[config.mk]
export PLATFORM = sky130hd
export DESIGN_NAME = serial_alu32_flat
export DESIGN_NICKNAME = d
export VERILOG_FILES = /design/src/rtl/serial_alu32_if.sv /design/src/rtl/serial_alu32.sv /design/src/flat_wrapper.sv
export SDC_FILE = /design/constraint.sdc
export NUM_CORES = 1
export LEC_CHECK = 0
export BUFFER_PORTS_ARGS = -buffer_cell sky130_fd_sc_hd__buf_2
export CAP_MARGIN = 10
export CORE_ASPECT_RATIO = 1.5
export CORE_MARGIN = 3
export CORE_UTILIZATION = 55
export CTS_CLUSTER_DIAMETER = 120
export CTS_CLUSTER_SIZE = 8
export DETAILED_ROUTE_END_ITERATION = 8
export HOLD_SLACK_MARGIN = 0.02
export PLACE_DENSITY = 0.8
export REMOVE_ABC_BUFFERS = 1
export SKIP_LAST_GASP = 1
export SLEW_MARGIN = 20
export SYNTH_ARGS = -nofsm -noshare
export SYNTH_HDL_FRONTEND = slang
export SYNTH_SLANG_ARGS = --single-unit
[constraint.sdc]
create_clock -name clock -period 3.6 [get_ports clock]
set_clock_uncertainty 0.05 [all_clocks]
set_input_delay 0.18 -clock clock [delete_from_list [all_inputs] [get_ports clock]]
set_output_delay 0.18 -clock clock [all_outputs]
set_load 0.01 [all_outputs]
[src/rtl/serial_alu32_if.sv]
// Bus between the serial ALU sequencer and the stage that issues operations
// and consumes the published result word and flags.
interface serial_alu32_if #(
  parameter int WIDTH = 32
);
  // start is a request that is taken only while the sequencer is idle and
  // never queued. busy covers the WIDTH bit cycles. done pulses for one cycle
  // as out/flags take a new value. out/flags hold between done pulses.
  logic             start;
  logic [WIDTH-1:0] A;
  logic [WIDTH-1:0] B;
  logic [2:0]       control;
  logic             busy;
  logic             done;
  logic [WIDTH-1:0] out;
  logic             carryout;
  logic             zero;
  logic             negative;
  logic             overflow;

  modport master (
    output start, A, B, control,
    input  busy, done, out, carryout, zero, negative, overflow
  );

  modport slave (
    input  start, A, B, control,
    output busy, done, out, carryout, zero, negative, overflow
  );
endinterface

[src/rtl/serial_alu32.sv]
// Bit-serial word ALU: one alu1 slice processes a bit pair per cycle, LSB
// first, with the inter-bit carry held in a flop.
module alu1 (
  input  logic       a,
  input  logic       b,
  input  logic       carryin,
  input  logic [2:0] control,
  output logic       out,
  output logic       carryout
);
  logic b_eff;

  // Odd arithmetic codes subtract by inverting B; carry-in supplies the +1.
  assign b_eff = b ^ (control[0] & ~control[2]);

  always_comb begin
    out      = a ^ b_eff ^ carryin;
    carryout = (a & b_eff) | (a & carryin) | (b_eff & carryin);
    case (control)
      3'd4:    out = a & b;
      3'd5:    out = a | b;
      3'd6:    out = ~(a | b);
      3'd7:    out = a ^ b;
      default: out = a ^ b_eff ^ carryin;
    endcase
  end
endmodule

module serial_alu32 #(
  parameter int WIDTH = 32
) (
  input  logic            clock,
  input  logic            reset,
  serial_alu32_if.slave   bus,
  output logic [1:0]      dbg_state
);
  localparam int CW = $clog2(WIDTH);

  typedef enum logic [1:0] {
    IDLE = 2'd0,
    RUN  = 2'd1,
    DONE = 2'd2
  } state_t;

  state_t           state;
  state_t           state_nx;
  logic [CW-1:0]    count;
  logic [WIDTH-1:0] a_q;
  logic [WIDTH-1:0] b_q;
  logic [WIDTH-1:0] res_q;
  logic [2:0]       ctl_q;
  logic             carry_q;
  logic             bit_out;
  logic             bit_cout;
  logic             last_bit;
  logic [WIDTH-1:0] result_full;

  alu1 u_slice (
    .a        (a_q[count]),
    .b        (b_q[count]),
    .carryin  (carry_q),
    .control  (ctl_q),
    .out      (bit_out),
    .carryout (bit_cout)
  );

  assign last_bit    = (count == CW'(WIDTH - 1));
  // Result bits enter at the MSB end, so after WIDTH shifts bit 0 sits at bit 0.
  assign result_full = {bit_out, res_q[WIDTH-1:1]};

  always_ff @(posedge clock) begin
    if (reset) state <= IDLE;
    else       state <= state_nx;
  end

  always_comb begin
    state_nx = state;
    case (state)
      IDLE:    if (bus.start) state_nx = RUN;
      RUN:     if (last_bit)  state_nx = DONE;
      DONE:    state_nx = IDLE;
      default: state_nx = IDLE;
    endcase
  end

  assign bus.busy  = (state == RUN);
  assign bus.done  = (state == DONE);
  assign dbg_state = state;

  always_ff @(posedge clock) begin
    if (reset) begin
      count        <= '0;
      carry_q      <= 1'b0;
      a_q          <= '0;
      b_q          <= '0;
      res_q        <= '0;
      ctl_q        <= 3'd0;
      bus.out      <= '0;
      bus.carryout <= 1'b0;
      bus.zero     <= 1'b0;
      bus.negative <= 1'b0;
      bus.overflow <= 1'b0;
    end else begin
      case (state)
        IDLE: begin
          if (bus.start) begin
            a_q     <= bus.A;
            b_q     <= bus.B;
            ctl_q   <= bus.control;
            carry_q <= bus.control[0] & ~bus.control[2];
            count   <= '0;
          end
        end
        RUN: begin
          res_q   <= result_full;
          carry_q <= bit_cout;
          if (last_bit) begin
            bus.out      <= result_full;
            bus.zero     <= (result_full == '0);
            bus.negative <= bit_out;
            // Signed overflow: carry into the MSB differs from carry out of it.
            bus.carryout <= ~ctl_q[2] & bit_cout;
            bus.overflow <= ~ctl_q[2] & (carry_q ^ bit_cout);
          end else begin
            count <= count + 1'b1;
          end
        end
        default: ;
      endcase
    end
  end
endmodule

[src/flat_wrapper.sv]
// flat-port wrapper written by rule: the top's interface ports become plain ports
module serial_alu32_flat 
#(
  parameter int WIDTH = 32
)
  (clock, reset, dbg_state, bus_start, bus_A, bus_B, bus_control, bus_busy, bus_done, bus_out, bus_carryout, bus_zero, bus_negative, bus_overflow);
  serial_alu32_if #(.WIDTH(WIDTH)) bus_i ();
  input  logic clock;
  input  logic reset;
  output logic [1:0] dbg_state;
  input wire logic [$bits(bus_i.start)-1:0] bus_start;
  input wire logic [$bits(bus_i.A)-1:0] bus_A;
  input wire logic [$bits(bus_i.B)-1:0] bus_B;
  input wire logic [$bits(bus_i.control)-1:0] bus_control;
  output wire logic [$bits(bus_i.busy)-1:0] bus_busy;
  output wire logic [$bits(bus_i.done)-1:0] bus_done;
  output wire logic [$bits(bus_i.out)-1:0] bus_out;
  output wire logic [$bits(bus_i.carryout)-1:0] bus_carryout;
  output wire logic [$bits(bus_i.zero)-1:0] bus_zero;
  output wire logic [$bits(bus_i.negative)-1:0] bus_negative;
  output wire logic [$bits(bus_i.overflow)-1:0] bus_overflow;
  assign bus_i.start = bus_start;
  assign bus_i.A = bus_A;
  assign bus_i.B = bus_B;
  assign bus_i.control = bus_control;
  assign bus_busy = bus_i.busy;
  assign bus_done = bus_i.done;
  assign bus_out = bus_i.out;
  assign bus_carryout = bus_i.carryout;
  assign bus_zero = bus_i.zero;
  assign bus_negative = bus_i.negative;
  assign bus_overflow = bus_i.overflow;
  serial_alu32 #(.WIDTH(WIDTH)) u_core (.clock(clock), .reset(reset), .bus(bus_i), .dbg_state(dbg_state));
endmodule
Word-level counts from Yosys, hierarchy flattened. Cells that the tools add are included.

Input bits: 70. Output and inout port bits: 40. Register bits: 143.

Bitwise operators: 19. Equal/unequal tests: 10. Reductions and logical operators: 8. Add/subtract/negate cells: 1. Magnitude comparators: 1. Multiplexer cells: 13.

Operators with widths (count): 32-bit zero test (1); 3-bit equality test, second input constant (4); 1-bit binary-select mux with 5-bit select (2); 5-bit two-way mux (2); 5-bit case mux with 2 select lines (1); 1-bit AND (8); 2-bit AND reduction (4); 5-bit by 6-bit less-than comparator with 1-bit output, second input constant (1); 5-bit by 1-bit adder with 5-bit output, second input constant (1); 5-bit equality test, second input constant (1); 1-bit XOR (5); 2-bit two-way mux (2); 2-bit inequality test, second input constant (2); 1-bit case mux with 4 select lines (1); 2-bit case mux with 2 select lines (1); 1-bit two-way mux (3); 1-bit NOT (3); 1-bit bitwise OR (3); 3-bit AND reduction (1); 2-bit by 1-bit equality test with 1-bit output, second input constant (1); 2-bit equality test, second input constant (1); 2-bit zero test (1); 2-bit by 1-bit inequality test with 1-bit output, second input constant (1); 1-bit case mux with 2 select lines (1); 2-bit nonzero test (1).

Depth between registers and ports, before layout. Gate-level depths: netlist of the first run.

Depth after elaboration: 8. Mapped depth: 15. Mapped depth without buffers: 13.

Modules after synthesis. A second synthesis of the first run with hierarchy kept.

Cells, all modules: 698. Area, all modules: 5700.5 um2.

By module, submodules not included: serial_alu32 (cells each 683, instances 1, area each 5571.6 um2); alu1 (cells each 15, instances 1, area each 128.9 um2).

Least setup slack after synthesis of the first run. OpenSTA, ideal clock, no wires.

Path type: register to register. From: register u_core.count[1]. To: register u_core.bus.zero. Setup time: 0.070 ns. Data required time: 3.480 ns. Stages on the path, launching flop included: 11. Data arrival time: 3.032 ns. Slack: 0.447 ns. Path buffers: 1. Clock period less this slack: 3.153 ns. Path through: dfxtp_1 clkbuf_1 mux4_2 mux4_2 a21oi_2 ha_1 mux2_2 a21oi_1 a21oi_1 or4_1 a21oi_1.

Cells in the longest elaborated chain, start to end: 7.

RTL lines: start: declaration (line serial_alu32.sv:47) `logic [CW-1:0] count;`; start signal: assignment (line serial_alu32.sv:125) `count <= count + 1'b1;`; 1-bit binary-select mux with 5-bit select (line serial_alu32.sv:60) `.b (b_q[count]),`; 1-bit two-way mux (implied by the code) (line serial_alu32.sv:60); 1-bit XOR (line serial_alu32.sv:14) `assign b_eff = b ^ (control[0] & ~control[2]);`; 1-bit XOR (2 in series) (line serial_alu32.sv:24) `default: out = a ^ b_eff ^ carryin;`; 1-bit case mux with 4 select lines (line serial_alu32.sv:19) `case (control)`; 32-bit zero test (line serial_alu32.sv:119) `bus.zero <= (result_full == '0);`; end signal: assignment (line serial_alu32.sv:119); end: declaration (line serial_alu32_if.sv:28) `output busy, done, out, carryout, zero, negative, overflow`.

Several ways; a longest one is shown, not always the timed one. The select of a mux whose other input is x is not followed. A chain may end at the register's enable or synchronous reset.

Final worst setup path of the first run.
From: register u_core.count[0]. To: register u_core.bus.zero.

Same word-level chain as after synthesis.

==> flow_summary.json, run 1 <==
{
  "status": "complete, no violations",
  "grt_pass1_wl_mm": 23.8,
  "power_frac_seq": 0.426,
  "tns_ns": 0,
  "overflow": 0,
  "synth_most_common_cell": "nand2_1",
  "fmax_mhz": 297,
  "wl_mm": 14.9,
  "power.density_nw_per_um2": 514,
  "p_int_w": 0.00300,
  "cts.sinks": 141,
  "crit_path_start_kind": "register",
  "p_sw_frac": 0.225,
  "fin_util": 0.765,
  "fp.dieArea_um2": 11600,
  "worstMarginPinSlew_ns": 0.792,
  "min-delay-start": "reset",
  "reg2reg_depth": 9,
  "maxSlewViolCount": 0,
  "syn_area_per_cell_um2": 8.05,
  "cts_tree": "done",
  "die_h_um": 130,
  "synth_top_cell_by_area": "dfxtp_1",
  "period_needed_ns": 3.36,
  "timing.final.crit_share": 0.934,
  "whs_path_depth": 2,
  "final-setup-viol-count": 0,
  "synth-edff-count": 0,
  "grt_max_degree": 71,
  "place_area_um2": 6210,
  "path_class": "reg2reg",
  "area_growth_pct": 32.8,
  "fillCellCount": 693,
  "coreArea_um2": 9850,
  "first_pass_iters": 5,
  "grtUsageTotal": 0.265,
  "holdPathEnd": "u_core.count[1]",
  "hp-class": "in2reg",
  "vias": 5467,
  "p_leak_nw": 3.00,
  "insertion_delay_ns": 0.42,
  "yosys_warnings": 0,
  "antenna_found_initial": 0,
  "numCtsBuffers": 17,
  "ant_nets": 0,
  "htree_levels": 4,
  "cts_root_buf": "clkbuf_16",
  "combPwrFrac": 0.089,
  "yosysTopAreaCellShare": 0.497,
  "yosys-top-cells-area": "dfxtp_1 (50%), nand2_1 (18%), a21oi_1 (12%)",
  "num-nets-final": 932,
  "wire_per_inst_um": 15.1,
  "postCtsSetupBuffers": 0,
  "row_count": 44,
  "r2r-start": "u_core.count[0]",
  "start_util": 0.576,
  "crit_path_end_kind": "register",
  "seq_area_frac_synth": 0.497,
  "die_width_um": 88.9,
  "via_per_inst": 5.55,
  "rsz0062_at_grt": "no",
  "required_ns": 3.88,
  "r2r-end": "u_core.bus.zero",
  "ys_ff_latch": 141,
  "synth_cell_type_count": 41,
  "drt_iter0_drc": 250,
  "antenna_cells": 0,
  "async_flop_share": 0,
  "gp_congestion": 0.787,
  "r2r_setup_slack_ns": 0.24,
  "p_total_w": 0.00387,
  "synthCells": 705,
  "drive_gt1_frac": 0.194,
  "post-route-drc-count": 0,
  "clock_power_share": 0.485,
  "io_pins": 110,
  "grt_pass1_vias": 5358,
  "relSlewSlack": 0.472,
  "netlist_area_um2": 5680,
  "fin_area_um2": 7540,
  "hpwl_mm": 8.40,
  "worstPathMaxFanout": 8,
  "switchingPower_w": 0.000869,
  "hold_viol_final": 0,
  "cp.arrival_ns": 3.65,
  "path_clk_slew_ns": 0.06,
  "cts_buffer_depth": 2,
  "synthTopCellsByCount": "nand2_1 (271), dfxtp_1 (141), a21oi_1 (136)",
  "max-vdd-ir-drop_mv": 0.466,
  "maxCapViolations": 0,
  "portBuffers": 109,
  "ys.flop_type": "dfxtp_1"
}
## cells by family (layout without fill, tap and decap cells)
| logic type | Yosys count | count (layout) | share of synthesized area |
|---|---|---|---|
| xor+xnor | 4 | 4 | 0.00617 |
| simple gates | 317 | 317 | 0.223 |
| mux | 25 | 25 | 0.0683 |
| flops | 141 | 141 | 0.497 |
| buf+inv | 59 | 224 | 0.0461 |
| fa+ha+maj | 5 | 5 | 0.0123 |
| compound gates | 154 | 154 | 0.147 |
## through the flow
step	hold slack, ns	cells	setup slack [ns]
6_report	0.251	985	0.237
5_1_grt	0.289	985	0.0582
4_1_cts	0.222	985	0.158
3_5_place_dp	0.380	886	0.124
3_3_place_gp	0.370	886	0.215
2_1_floorplan	0.199	651	0.0717
## what timing repair did
item | CTS | global route
cloned | 0 | 0
hold buffers | 67 | 0
gates resized for setup | 1 | 2
pin swaps | 0 | 0
endpoints found under the hold margin | 67 | 0
endpoints found under the setup margin | 1 | 1
## power by group through the flow
stage,registers (W),clock network [W],logic [W]
2_1_floorplan,0.00167,0,0.000159
3_3_place_gp,0.00168,0,0.000261
3_5_place_dp,0.00168,0,0.000273
4_1_cts,0.00165,0.00189,0.000333
5_1_grt,0.00165,0.00195,0.000380
6_report,0.00165,0.00188,0.000343
## flip-flops by register name, indices dropped and copies added, names as in the netlist
| register | count |
|---|---|
| u_core.dbg_state | 2 |
| u_core.bus.overflow | 1 |
| u_core.bus.zero | 1 |
| u_core.bus.carryout | 1 |
| u_core.bus.out | 31 |
| u_core.count | 5 |
| u_core.res_q | 31 |
| u_core.carry_q | 1 |
| u_core.a_q | 32 |
| u_core.b_q | 32 |
| u_core.ctl_q | 3 |
| u_core.bus.negative | 1 |
## layout make-up
class                      instances  area, um^2  share of cell area
sequential                       141        2830               0.375
clock inverter                    10         160              0.0213
tap                              115         144              0.0191
timing repair buffer             187        1300               0.173
inverter                           5        18.8             0.00249
multi-input combinational        505        2600               0.345
clock buffer                      22         484              0.0643
## worst max-delay path, cell delays in order (launching register included)
cell	delay, ns
dfxtp_4	0.43
mux4_1	0.63
mux4_2	0.51
a21oi_2	0.19
ha_1	0.25
mux2_2	0.26
a21oi_1	0.14
a21oi_1	0.11
or4_1	0.54
a21oi_1	0.16
## how the worst max path moves through the flow
stage	start	to	slack (ns)
6_report	u_core.count[0]	u_core.bus.zero	0.24
5_1_grt	u_core.count[0]	u_core.bus.zero	0.06
4_1_cts	u_core.count[0]	u_core.bus.zero	0.16
3_5_place_dp	u_core.count[0]	u_core.bus.zero	0.12
3_3_place_gp	u_core.count[0]	u_core.bus.zero	0.22
2_1_floorplan	u_core.count[0]	u_core.bus.zero	0.07
## metal layers
layer	global-route usage	part of all wire
met3	0.0609	0.052
met2	0.480	0.54
met5	0	0
met4	0.148	0.044
met1	0.274	0.37
## placed cells by master (no fill, tap or decap), types with 3 or more instances in the layout
| cell type | netlist | final |
|---|---|---|
| nand2_1 | 271 | 270 |
| dfxtp_1 | 141 | 139 |
| a21oi_1 | 136 | 136 |
| buf_2 | 2 | 108 |
| dlygate4sd3_1 | 0 | 67 |
| clkbuf_16 | 0 | 17 |
| nor2_1 | 12 | 12 |
| buf_4 | 4 | 12 |
| mux2i_1 | 11 | 11 |
| nor2b_1 | 7 | 7 |
| nor4_1 | 7 | 7 |
| mux4_2 | 5 | 5 |
| nand3_1 | 5 | 5 |
| nor3_1 | 5 | 5 |
| mux4_1 | 4 | 4 |
| mux2_2 | 4 | 4 |
| ha_1 | 4 | 4 |
| clkbuf_8 | 0 | 4 |
| bufinv_16 | 0 | 4 |
| a211oi_1 | 3 | 3 |
| inv_1 | 3 | 3 |
| a311oi_1 | 3 | 3 |
| clkinv_2 | 0 | 3 |
Note: power is estimated with default switching activity, not from simulation.
==> run 2: changes to the inputs <==
--- a/config.mk
+++ b/config.mk
@@ -20,4 +20,5 @@
 export SLEW_MARGIN = 20
 export SYNTH_ARGS = -nofsm -noshare
 export SYNTH_HDL_FRONTEND = slang
+export SYNTH_HIERARCHICAL = 1
 export SYNTH_SLANG_ARGS = --single-unit
==> run 2 against run 1 <==
  * Core utilization decreased by 1.0 points
  * Setup slack improved by 0.076 ns
  * Critical path depth increased by 2
  * Die area increased by 0.42%
  * Fmax increased by 2.3%
  * Sequential share of layout area increased by 0.26 points
  * Combinational power increased by 2%
==> flow_summary.json, run 2 <==
{
  "finalNonFillerCells": 977,
  "vias": 5435,
  "synth_top_cell_by_area": "dfxtp_1",
  "worstPathMaxFanout": 12,
  "overflow": 0,
  "max-vdd-ir-drop_mv": 0.363,
  "hp-class": "in2reg",
  "hold_viol_final": 0,
  "synthTopCellsByCount": "nand2_1 (267), dfxtp_1 (141), a21oi_1 (135)",
  "yosysTopAreaCellShare": 0.495,
  "min-delay-start": "reset",
  "fillCellCount": 709,
  "async_flop_share": 0,
  "maxSlewViolCount": 0,
  "fmax_mhz": 304,
  "via_per_inst": 5.56,
  "yosys-top-cells-area": "dfxtp_1 (50%), nand2_1 (18%), a21oi_1 (12%)",
  "drive_gt1_frac": 0.190,
  "ys_ff_latch": 141,
  "crit_path_start_kind": "register",
  "syn_area_per_cell_um2": 8.17,
  "p_total_w": 0.00368,
  "cts_root_buf": "clkbuf_16",
  "grt_pass1_wl_mm": 24.2,
  "p_leak_nw": 2.96,
  "status": "complete, no violations",
  "ys.flop_type": "dfxtp_1",
  "postCtsSetupBuffers": 0,
  "yosys_warnings": 6,
  "cts.sinks": 141,
  "timing.final.crit_share": 0.913,
  "numCtsBuffers": 17,
  "final_cell_mix": "nand2_1 (266), dfxtp_1 (139), a21oi_1 (135), buf_2 (108), dlygate4sd3_1 (67)",
  "hpwl_mm": 8.73,
  "insertion_delay_ns": 0.42,
  "cts_tree": "done",
  "period_needed_ns": 3.29,
  "netlist_area_um2": 5700,
  "coreArea_um2": 9910,
  "startpoint": "u_core/count[0]",
  "first_pass_iters": 5,
  "grt_pass1_vias": 5268,
  "antenna_found_initial": 0,
  "wl_mm": 15.2,
  "portBuffers": 109,
  "row_count": 44,
  "synth_most_common_cell": "nand2_1",
  "cp.arrival_ns": 3.58,
  "area_growth_pct": 31.2,
  "grtUsageTotal": 0.268,
  "path_class": "reg2reg",
  "synth-edff-count": 0,
  "synthCells": 698,
  "path_clk_slew_ns": 0.06,
  "fp.dieArea_um2": 11600,
  "drt_iter0_drc": 216,
  "htree_levels": 4,
  "largestRegisters": "u_core/a_q (32), u_core/b_q (32), u_core/bus.out (32)",
  "synth_cell_type_count": 40,
  "crit_path_end_kind": "register",
  "post-route-drc-count": 0,
  "grt_max_degree": 111,
  "maxCapViolations": 0,
  "power.density_nw_per_um2": 492,
  "cts_buffer_depth": 2,
  "place_area_um2": 6190,
  "start_util": 0.575,
  "die_h_um": 131,
  "num-nets-final": 926,
  "setup_ws_ns": 0.313,
  "place_inst": 879,
  "seq_area_frac_synth": 0.495,
  "final_common_cell": "nand2_1",
  "dp_slack_ns": 0.171,
  "fin_util": 0.755,
  "gp_congestion": 0.872,
  "io_pins": 110,
  "fin_area_um2": 7480,
  "r2r-start": "u_core/count[0]",
  "ant_nets": 0,
  "antenna_cells": 0,
  "worstMarginPinSlew_ns": 0.697,
  "die_width_um": 89.1,
  "required_ns": 3.89,
  "rsz0062_at_grt": "no",
  "wire_per_inst_um": 15.6,
  "relSlewSlack": 0.535,
  "final-setup-viol-count": 0
}
==> run 2: changes by cell type in the layout (fill, tap and decap cells not counted), sizes merged, moves of 3 or more <==
| cell | delta |
|---|---|
| mux2i | +5 |
| nand3 | -5 |
| a221oi | +4 |
| mux2 | -4 |
| nand2 | -4 |
| o21ai | +4 |
| a211oi | -3 |
| nor2b | -3 |
| nor3b | +3 |
==> run 2: timing repair <==
action                                 4_1_cts  5_1_grt
setup endpoints to repair                    0        1
endpoints found under the hold margin       67        0
hold buffers                                67        0
gates resized for setup                      0        3
==> run 2: metrics by stage <==
| step | TNS [ns] | hold slack [ns] |
|---|---|---|
| floorplan | -77.07 | 0.199 |
| global placement | 0 | 0.371 |
| detailed placement | 0 | 0.376 |
| CTS | 0 | 0.376 |
| global route | 0 | 0.111 |
| finish | 0 | 0.0970 |
==> run 2: logic make-up after synthesis <==
kind of cell             Yosys count  share of synthesized area
buffers and inverters             59                     0.0558
flip-flops                       141                      0.495
AND/OR/NAND/NOR                  307                      0.219
AO/OA/AOI/OAI                    157                      0.148
adder cells (fa/ha/maj)            5                     0.0123
multiplexers                      25                     0.0637
XOR/XNOR                           4                    0.00615
==> run 2: final cells by class <==
type	count	area, um^2	area share
Timing Repair Buffer	187	1330	0.178
Inverter	6	25.0	0.00335
Multi-Input combinational cell	498	2580	0.345
Clock inverter	10	116	0.0156
Sequential cell	141	2830	0.378
Tap cell	115	144	0.0192
Clock buffer	20	457	0.0611
==> run 2: worst paths after layout <==
kind | end | slack, ns | cells past startpoint
worst min-delay path | u_core/a_q[9] | 0.1 | 2
worst min register to register | u_core/bus.out[20] | 0.40 | 2
worst max register to register | u_core/bus.zero | 0.31 | 11
worst max-delay path | u_core/bus.zero | 0.31 | 11
==> run 2: worst max-delay path, stage by stage, from the launching register on <==
cell      delay (ns)
dfxtp_2         0.50
mux4_2          0.54
a311oi_1        0.36
a22oi_2         0.14
xnor2_1         0.18
fa_1            0.49
nor2b_1         0.15
a311oi_2        0.07
nor4_1          0.20
nand4_1         0.10
or3_1           0.32
a21oi_1         0.13
==> run 2: layer usage <==
metal | vias to the layer above | GRT usage | part of all wire
li1 | 2642 | - | -
met1 | 2560 | 0.286 | 0.37
met2 | 191 | 0.489 | 0.55
met3 | 42 | 0.0590 | 0.048
met4 | 0 | 0.128 | 0.032
met5 | - | 0 | 0
==> run 2: power by group <==
group          switching, W  internal [W]  total [W]  leakage (nW)
combinational      0.000188      0.000162   0.000350          1.53
sequential        0.0000398       0.00161    0.00165          1.15
clock              0.000628       0.00105    0.00167         0.278
==> run 3: changes to the inputs <==
--- a/config.mk
+++ b/config.mk
@@ -14,6 +14,7 @@
 export CTS_CLUSTER_SIZE = 8
 export DETAILED_ROUTE_END_ITERATION = 8
 export HOLD_SLACK_MARGIN = 0.02
+export MAX_ROUTING_LAYER = met4
 export PLACE_DENSITY = 0.8
 export REMOVE_ABC_BUFFERS = 1
 export SKIP_LAST_GASP = 1
==> run 3 against run 2 <==
  * Register-to-register slack worse by 0.07 ns
  * Routed wire length stayed put
  * Via count up 0.22%
==> flow_summary.json, run 3 (same netlist as run 2, synthesis figures left out) <==
{
  "register_area_um2": 2830,
  "drive_gt1_frac": 0.190,
  "maxCapViolations": 0,
  "first_pass_iters": 5,
  "fillCellCount": 706,
  "vias": 5447,
  "dp_slack_ns": 0.171,
  "final_common_cell": "nand2_1",
  "final-setup-viol-count": 0,
  "antenna_cells": 0,
  "required_ns": 3.90,
  "cts_tree": "done",
  "grtUsageTotal": 0.276,
  "postCtsSetupBuffers": 0,
  "num-nets-final": 926,
  "cts.sinks": 141,
  "antenna_found_initial": 0,
  "htree_levels": 4,
  "portBuffers": 109,
  "finalNonFillerCells": 977,
  "path_class": "reg2reg",
  "largestRegisters": "u_core/a_q (32), u_core/b_q (32), u_core/bus.out (32)",
  "drt_iter0_drc": 210,
  "hold_viol_final": 0,
  "wl_mm": 15.2,
  "via_per_inst": 5.58,
  "cts_root_buf": "clkbuf_16",
  "worstMarginPinSlew_ns": 0.686,
  "status": "complete, no violations",
  "p_leak_nw": 2.95,
  "cts_buffer_depth": 2,
  "path_clk_slew_ns": 0.05,
  "cp.arrival_ns": 3.65,
  "rsz0062_at_grt": "no",
  "die_width_um": 89.1,
  "power.density_nw_per_um2": 493,
  "timing.final.crit_share": 0.932,
  "place_inst": 879,
  "multi_input_area_um2": 2580,
  "grt_max_degree": 111,
  "setup_ws_ns": 0.243,
  "post-route-drc-count": 0,
  "relSlewSlack": 0.542,
  "area_growth_pct": 31.1,
  "crit_path_start_kind": "register",
  "hpwl_mm": 8.73,
  "overflow": 0,
  "gp_congestion": 0.886,
  "final_cell_mix": "nand2_1 (266), dfxtp_1 (139), a21oi_1 (135), buf_2 (108), dlygate4sd3_1 (67)",
  "insertion_delay_ns": 0.41,
  "ant_nets": 0,
  "fp.dieArea_um2": 11600,
  "worstPathMaxFanout": 12,
  "crit_path_end_kind": "register",
  "coreArea_um2": 9910,
  "grt_pass1_vias": 5275,
  "start_util": 0.575,
  "io_pins": 110,
  "max-vdd-ir-drop_mv": 0.363,
  "wire_per_inst_um": 15.6,
  "fmax_mhz": 298,
  "die_h_um": 131,
  "grt_pass1_wl_mm": 24.2,
  "hp-class": "in2reg",
  "maxSlewViolCount": 0,
  "period_needed_ns": 3.36,
  "numCtsBuffers": 17,
  "row_count": 44,
  "p_total_w": 0.00368,
  "fin_util": 0.754
}
-- run 3: final timing paths --
kind                      start                  end  slack, ns  depth (start not counted)
max             u_core/count[0]      u_core/bus.zero       0.24                         11
min reg2reg  u_core/bus.out[20]   u_core/bus.out[20]       0.40                          2
min                       reset  u_core/bus.overflow       0.17                          2
max reg2reg     u_core/count[0]      u_core/bus.zero       0.24                         11
-- run 3: routing by layer --
layer	wire length, um	track usage	share of wire	vias to the layer above
li1	-	-	-	2639
met1	5640	0.289	0.37	2560
met2	8290	0.487	0.55	207
met3	772	0.0565	0.051	41
met4	489	0.128	0.032	0
met5	0	-	0	-
-- run 3: critical path, stage by stage, from the launching register on --
cell and delay [ns]:
dfxtp_2 0.49, mux4_2 0.54, a311oi_1 0.40, a22oi_2 0.15, xnor2_1 0.19, fa_1 0.49, nor2b_1 0.15, a311oi_2 0.07
nor4_1 0.20, nand4_1 0.10, or3_1 0.32, a21oi_1 0.13
-- run 3: cell type report --
| class | count | share of cell area |
|---|---|---|
| well taps | 115 | 0.0193 |
| inverters | 6 | 0.00335 |
| clock buffers | 20 | 0.0611 |
| multi-input cells | 498 | 0.345 |
| flip-flops and latches | 141 | 0.378 |
| repair buffers | 187 | 0.178 |
| clock inverters | 10 | 0.0156 |
-- run 3: stage by stage --
step	setup TNS, ns	hold WS, ns	instance area (um^2)
global route	0	0.197	7470
floorplan	-77.07	0.199	5410
CTS	0	0.376	7440
finish	0	0.175	7470
global placement	0	0.371	6190
detailed placement	0	0.376	6190
-- run 3: power by group --
part           total [W]  switching (W)  leakage [nW]  internal, W
sequential       0.00165      0.0000401          1.15      0.00161
combinational   0.000350       0.000188          1.53     0.000161
clock            0.00168       0.000630         0.278      0.00105
-- run 3: repair_timing --
action | in CTS | in global routing
hold buffers | 67 | 0
setup endpoints to repair | 0 | 1
hold endpoints to repair | 67 | 0
gates resized for setup | 0 | 3
